**src/rtl/seg7_scan_driver.sv**
```systemverilog
// Time-multiplexed seven-segment scanner with hex decode, blanking slots
// and a double-buffered display snapshot that only changes on frame edges.
module seg7_scan_driver #(
    parameter int NUM_DIGITS   = 4,
    parameter int CLK_HZ       = 100000000,
    parameter int REFRESH_HZ   = 1000,
    parameter int BLANK_CYCLES = 16,
    parameter bit ACTIVE_LOW   = 1'b1
) (
    input  logic                    clk,
    input  logic                    rst,
    input  logic [4*NUM_DIGITS-1:0] digits_in,
    input  logic [NUM_DIGITS-1:0]   dp_in,
    input  logic [NUM_DIGITS-1:0]   en_in,
    input  logic                    load,
    output logic                    frame_done,
    output logic [NUM_DIGITS-1:0]   anode,
    output logic [7:0]              cathode
);

    localparam int DIV   = CLK_HZ / (REFRESH_HZ * NUM_DIGITS);
    localparam int CNT_W = (DIV > 1) ? $clog2(DIV) : 1;
    localparam int IDX_W = (NUM_DIGITS > 1) ? $clog2(NUM_DIGITS) : 1;

    localparam logic [CNT_W-1:0] LAST_CNT = CNT_W'(DIV - 1);
    localparam logic [IDX_W-1:0] LAST_IDX = IDX_W'(NUM_DIGITS - 1);

    localparam logic [NUM_DIGITS-1:0] AN_OFF  = {NUM_DIGITS{ACTIVE_LOW}};
    localparam logic [7:0]            CAT_OFF = {8{ACTIVE_LOW}};

    generate
        if (NUM_DIGITS < 1 || NUM_DIGITS > 8) begin : g_bad_digits
            $error("seg7_scan_driver: NUM_DIGITS must be 1..8");
        end
        if (BLANK_CYCLES < 0 || BLANK_CYCLES >= DIV) begin : g_bad_blank
            $error("seg7_scan_driver: BLANK_CYCLES must be below DIV");
        end
    endgenerate

    typedef enum logic {
        BLANK = 1'b0,
        SHOW  = 1'b1
    } phase_e;

    // With no blanking interval every slot begins directly in SHOW
    localparam phase_e START = (BLANK_CYCLES == 0) ? SHOW : BLANK;

    phase_e                  phase_q, phase_d;
    logic [CNT_W-1:0]        cnt_q, cnt_d;
    logic [IDX_W-1:0]        idx_q, idx_d;
    logic [4*NUM_DIGITS-1:0] pend_dig_q, pend_dig_d;
    logic [NUM_DIGITS-1:0]   pend_dp_q, pend_dp_d;
    logic [NUM_DIGITS-1:0]   pend_en_q, pend_en_d;
    logic [4*NUM_DIGITS-1:0] act_dig_q, act_dig_d;
    logic [NUM_DIGITS-1:0]   act_dp_q, act_dp_d;
    logic [NUM_DIGITS-1:0]   act_en_q, act_en_d;
    logic [NUM_DIGITS-1:0]   anode_q, anode_d;
    logic [7:0]              cathode_q, cathode_d;
    logic                    fd_q, fd_d;

    logic last_cnt;
    logic frame_end;

    function automatic logic [6:0] hex7(input logic [3:0] n);
        logic [6:0] s;
        unique case (n)
            4'h0: s = 7'h3F;
            4'h1: s = 7'h06;
            4'h2: s = 7'h5B;
            4'h3: s = 7'h4F;
            4'h4: s = 7'h66;
            4'h5: s = 7'h6D;
            4'h6: s = 7'h7D;
            4'h7: s = 7'h07;
            4'h8: s = 7'h7F;
            4'h9: s = 7'h6F;
            4'hA: s = 7'h77;
            4'hB: s = 7'h7C;
            4'hC: s = 7'h39;
            4'hD: s = 7'h5E;
            4'hE: s = 7'h79;
            4'hF: s = 7'h71;
            default: s = 7'h00;
        endcase
        return s;
    endfunction

    always_ff @(posedge clk or posedge rst) begin
        if (rst) begin
            phase_q    <= START;
            cnt_q      <= '0;
            idx_q      <= '0;
            pend_dig_q <= '0;
            pend_dp_q  <= '0;
            pend_en_q  <= '0;
            act_dig_q  <= '0;
            act_dp_q   <= '0;
            act_en_q   <= '0;
            anode_q    <= AN_OFF;
            cathode_q  <= CAT_OFF;
            fd_q       <= 1'b0;
        end else begin
            phase_q    <= phase_d;
            cnt_q      <= cnt_d;
            idx_q      <= idx_d;
            pend_dig_q <= pend_dig_d;
            pend_dp_q  <= pend_dp_d;
            pend_en_q  <= pend_en_d;
            act_dig_q  <= act_dig_d;
            act_dp_q   <= act_dp_d;
            act_en_q   <= act_en_d;
            anode_q    <= anode_d;
            cathode_q  <= cathode_d;
            fd_q       <= fd_d;
        end
    end

    always_comb begin
        last_cnt  = (cnt_q == LAST_CNT);
        frame_end = last_cnt && (idx_q == LAST_IDX);

        cnt_d = last_cnt ? '0 : cnt_q + CNT_W'(1);
        idx_d = idx_q;
        if (last_cnt) begin
            idx_d = (idx_q == LAST_IDX) ? '0 : idx_q + IDX_W'(1);
        end

        phase_d = phase_q;
        unique case (phase_q)
            BLANK: if (int'(cnt_q) == BLANK_CYCLES - 1) phase_d = SHOW;
            SHOW:  if (last_cnt) phase_d = START;
            default: phase_d = START;
        endcase

        // A load on the commit cycle bypasses straight into active
        pend_dig_d = load ? digits_in : pend_dig_q;
        pend_dp_d  = load ? dp_in     : pend_dp_q;
        pend_en_d  = load ? en_in     : pend_en_q;
        act_dig_d  = frame_end ? pend_dig_d : act_dig_q;
        act_dp_d   = frame_end ? pend_dp_d  : act_dp_q;
        act_en_d   = frame_end ? pend_en_d  : act_en_q;

        fd_d = (cnt_d == LAST_CNT) && (idx_d == LAST_IDX);
    end

    logic [3:0]            nib;
    logic [7:0]            seg;
    logic                  lit;
    logic [NUM_DIGITS-1:0] an_on;

    // Pins are computed from next-state so the registers track the count
    always_comb begin
        nib   = act_dig_d[{idx_d, 2'b00} +: 4];
        seg   = {act_dp_d[idx_d], hex7(nib)};
        lit   = (phase_d == SHOW) && act_en_d[idx_d];
        an_on = '0;
        if (lit) begin
            an_on[idx_d] = 1'b1;
        end
        anode_d   = an_on ^ AN_OFF;
        cathode_d = (lit ? seg : 8'h00) ^ CAT_OFF;
    end

    assign anode      = anode_q;
    assign cathode    = cathode_q;
    assign frame_done = fd_q;

endmodule

```
**config.mk**
```make
export PLATFORM = sky130hd
export DESIGN_NAME = seg7_scan_driver
export DESIGN_NICKNAME = d
export VERILOG_FILES = /design/src/rtl/seg7_scan_driver.sv
export SDC_FILE = /design/constraint.sdc
export NUM_CORES = 1
export LEC_CHECK = 0
export CAP_MARGIN = 0
export CORE_MARGIN = 10
export CORE_UTILIZATION = 32
export CTS_BUF_LIST = sky130_fd_sc_hd__clkbuf_16
export CTS_CLUSTER_DIAMETER = 100
export DETAILED_ROUTE_END_ITERATION = 10
export PLACE_DENSITY_LB_ADDON = 0.08
export SYNTH_ARGS = -nofsm -noshare
export SYNTH_HDL_FRONTEND = slang
export SYNTH_SLANG_ARGS = --single-unit
```
**constraint.sdc**
```tcl
create_clock -name clk -period 3.3 [get_ports clk]
set_input_delay 0.825 -clock clk [delete_from_list [all_inputs] [get_ports clk]]
set_output_delay 0.825 -clock clk [all_outputs]
set_load 0.005 [all_outputs]
```
==> impl_results.md <==
* Status: completed
* Worst R2R End: cathode[3]
* Async S/R FF share, synth at between 90% and 100%
* CTS Buf Count at 9
* Via count at 2184
* Worst skew pair latency at between 0.3 and 0.4 ns
* Wire per inst at 15.09 um
* CTS Hold Buffers Added at 0
* Fin. max-slew vios at 0
* Synth Flop Type: dfrtp_1
* I/O Pins at 40
* CTS tree: built
* Worst setup SP type: flop
* Final Hold Viols at 0
* RD Place Congestion at roughly 0.76
* Port Buffers at 39
* Fin crit share at ~95%
* DRC Markers at 0
* Initial core utilization at between 30% and 40%
* First-pass GRT wire length at 12.80 mm
* Depth of the worst register-to-register path at 12
* Max Clk Rate at roughly 0.32 GHz
* Initial antenna violation count at 0
* Power per cell area at between 400 and 500 nW/um^2
* Routed Antenna Nets at 0
* Crit path launch: cnt_q[11]
* Max Cap Viol at 0
* DR top layer: met4
* Worst Hold Depth at 1
* WS Path Type: reg -> reg
* Vias per inst at approximately 4.5
* Max VDD drop at about 0.00026 V
* Worst-path maximum fanout at 10
* Crit path time final at roughly 3.1 ns
* Iteration-0 DRC count of the detailed router at 79
* Gr ovfl total at 0
* Cell Rows at 38
* # diodes at 0
* Number of synthesized flops with an enable pin at 0
* Routed WL at approximately 7.3 mm
* Clock transition at path regs at approximately 0.060 ns
* Share of layout cells above drive strength 1 at between 30% and 40%
* Leakage at roughly 0.002 uW
* Area growth from synthesis to layout at 28.74%
* Yosys cell types at 47
* Area after DPL at between 4000 and 5000 um^2
* Worst-Margin Slew at 0.4296 ns
* Vert. Die Dim at around 130 um
* Flop-to-flop setup slack at 0.16 ns
* Setup crit end kind: flop
* CTS root buf: clkbuf_16
* Total iterations of the first detailed-routing run at 4
* Count leader, synth: dfrtp_1
* Final Instance Area at between 4000 and 5000 um^2
* Hold Startpoint: act_dig_q[15]
* # clock sinks at 79
* Top post-synthesis cells by area: dfrtp_1 (47%), mux2_2 (15%), dfstp_2 (8.9%)
* Worst Setup EP: cathode[3]
* Average size of a mapped cell at about 13 um^2
* Arrival time worst endpoint at 3.41 ns
* Core box area at approximately 11000 um^2
* DPL Wire Length at between 5 and 6 mm
* Leading area contributor after synthesis: dfrtp_1
* Fillcell total at about 1.1k
* DR WL met2 at between 3 and 4 mm
* M1 WL at roughly 3.6 mm
* Synth top area share at a little under half
* Type of the worst min-delay path: reg -> reg
* Setup Skew at between 0.007 and 0.008 ns
* Setup TNS at 0 ns
* Total GRT Usage at 9.929%
* Htree depth at 3
* Sequential area share after synthesis at between 50% and 60%
* Largest net degree at the start of global routing at 80
* Die Area at between 15000 and 20000 um^2
* Yosys warns at 0
* R2R Path Start: cnt_q[11]
* DR WL met3 at 152 um
* Net Count, Synth at just over 300
* Total Nets Final at roughly 370
* Final Setup Violations at 0
* Req. time, crit path at about 3.6 ns
* Maximum clock insertion buffer count at 2
* Mapped cell area at about 3500 um^2
* Die X at between 100 and 150 um
* Post-Syn Instances at 272
* Synth cell count leaders: dfrtp_1 (67), mux2_2 (47), nand2_1 (18)
* Vias in the first global route at 2443
* Max-slew headroom at 71.36%
* Synthesized flop and latch total at roughly 80
[sequential cells by signal, summed over array words and instances (netlist names)]
| register | cells |
|---|---|
| cnt_q | 15 |
| phase_q | 1 |
| cathode | 8 |
| pend_en_q | 4 |
| act_en_q | 4 |
| act_dig_q | 16 |
| pend_dig_q | 16 |
| idx_q | 2 |
| anode | 4 |
| pend_dp_q | 4 |
| act_dp_q | 4 |
| frame_done | 1 |
[worst min-delay path by stage]
stage	end	slack [ns]
after floorplan	act_dig_q[13]	0.44
after global placement	act_dig_q[15]	0.47
after detailed placement	act_dig_q[15]	0.47
after CTS	act_dig_q[15]	0.49
after global routing	act_dig_q[13]	0.49
final	act_dig_q[15]	0.48
[layout by cell type, fill, tap and decap left out, types with 3 or more instances in the layout]
cell type,n
clkbuf_16,9
nand4_1,5
o21ai_0,4
nor4_1,3
nor2_1,13
dfrtp_1,67
buf_4,20
xnor2_1,5
or2_2,3
mux2_2,47
ha_1,7
dfstp_2,12
and3_1,4
nand3_1,12
mux2i_1,8
buf_12,4
clkinvlp_4,3
inv_1,9
nor3_1,4
nand2_1,18
xor2_1,6
clkdlybuf4s50_1,39
[metal layers]
| layer | track usage [%] | vias to the layer above |
|---|---|---|
| met1 | 12.67 | 1061 |
| met2 | 16.11 | 28 |
| met4 | 3.252 | 0 |
| met5 | 0 | - |
| li1 | - | 1088 |
| met3 | 2.408 | 7 |
[critical path: stages, from the launching register on]
cell     delay (ns)
dfrtp_1        0.42
or4_4          0.58
nor4_4         0.42
mux2i_2        0.13
buf_4          0.14
buf_4          0.14
inv_6          0.12
nand2_1        0.06
a31o_2         0.28
buf_4          0.14
ha_1           0.29
a211o_1        0.26
nand3_1        0.08
[timing repair]
item                       4_1_cts  5_1_grt
resized for setup                0        1
setup endpoints to repair        0        4
buffers inserted                 0        3
hold endpoints to repair         0        0
[logic make-up (layout without fill, tap and decap cells)]
| family | after synthesis | count (layout) | synth area share (%) |
|---|---|---|---|
| buf+inv | 22 | 91 | 3.292 |
| fa+ha+maj | 8 | 8 | 2.832 |
| xor+xnor | 11 | 11 | 2.726 |
| flops | 79 | 79 | 56.35 |
| simple gates | 74 | 74 | 11.82 |
| compound gates | 17 | 17 | 3.363 |
| mux | 61 | 61 | 19.61 |
[where the power goes]
group | switching [uW] | internal (uW)
combinational | 44.4 | 63.1
clock | 414 | 516
sequential | 6.20 | 998
[per-stage QoR]
step                      setup slack, ns  cells  util, %  hold WS, ns  total power (uW)
after global placement            -0.1444    462    39.16       0.4653              1132
after CTS                          0.1824    478    41.75       0.4868              2070
after detailed placement          -0.1423    462    39.16       0.4718              1133
after global routing            -0.003156    481    41.98       0.4933              2127
after floorplan                   0.01130    272        -       0.4410              1075
final                              0.1614    481    41.98       0.4812              2042
[layout make-up]
class / instances / area, um^2 / share of cell area [%]
Clock buffer: 9 / 225.2 / 4.949
Clock inverter: 7 / 55.05 / 1.210
Inverter: 12 / 50.05 / 1.100
Multi-Input combinational cell: 171 / 1433 / 31.48
Sequential cell: 79 / 1992 / 43.77
Tap cell: 140 / 175.2 / 3.849
Timing Repair Buffer: 63 / 620.6 / 13.64
Note: power is estimated with default switching activity, not from simulation.
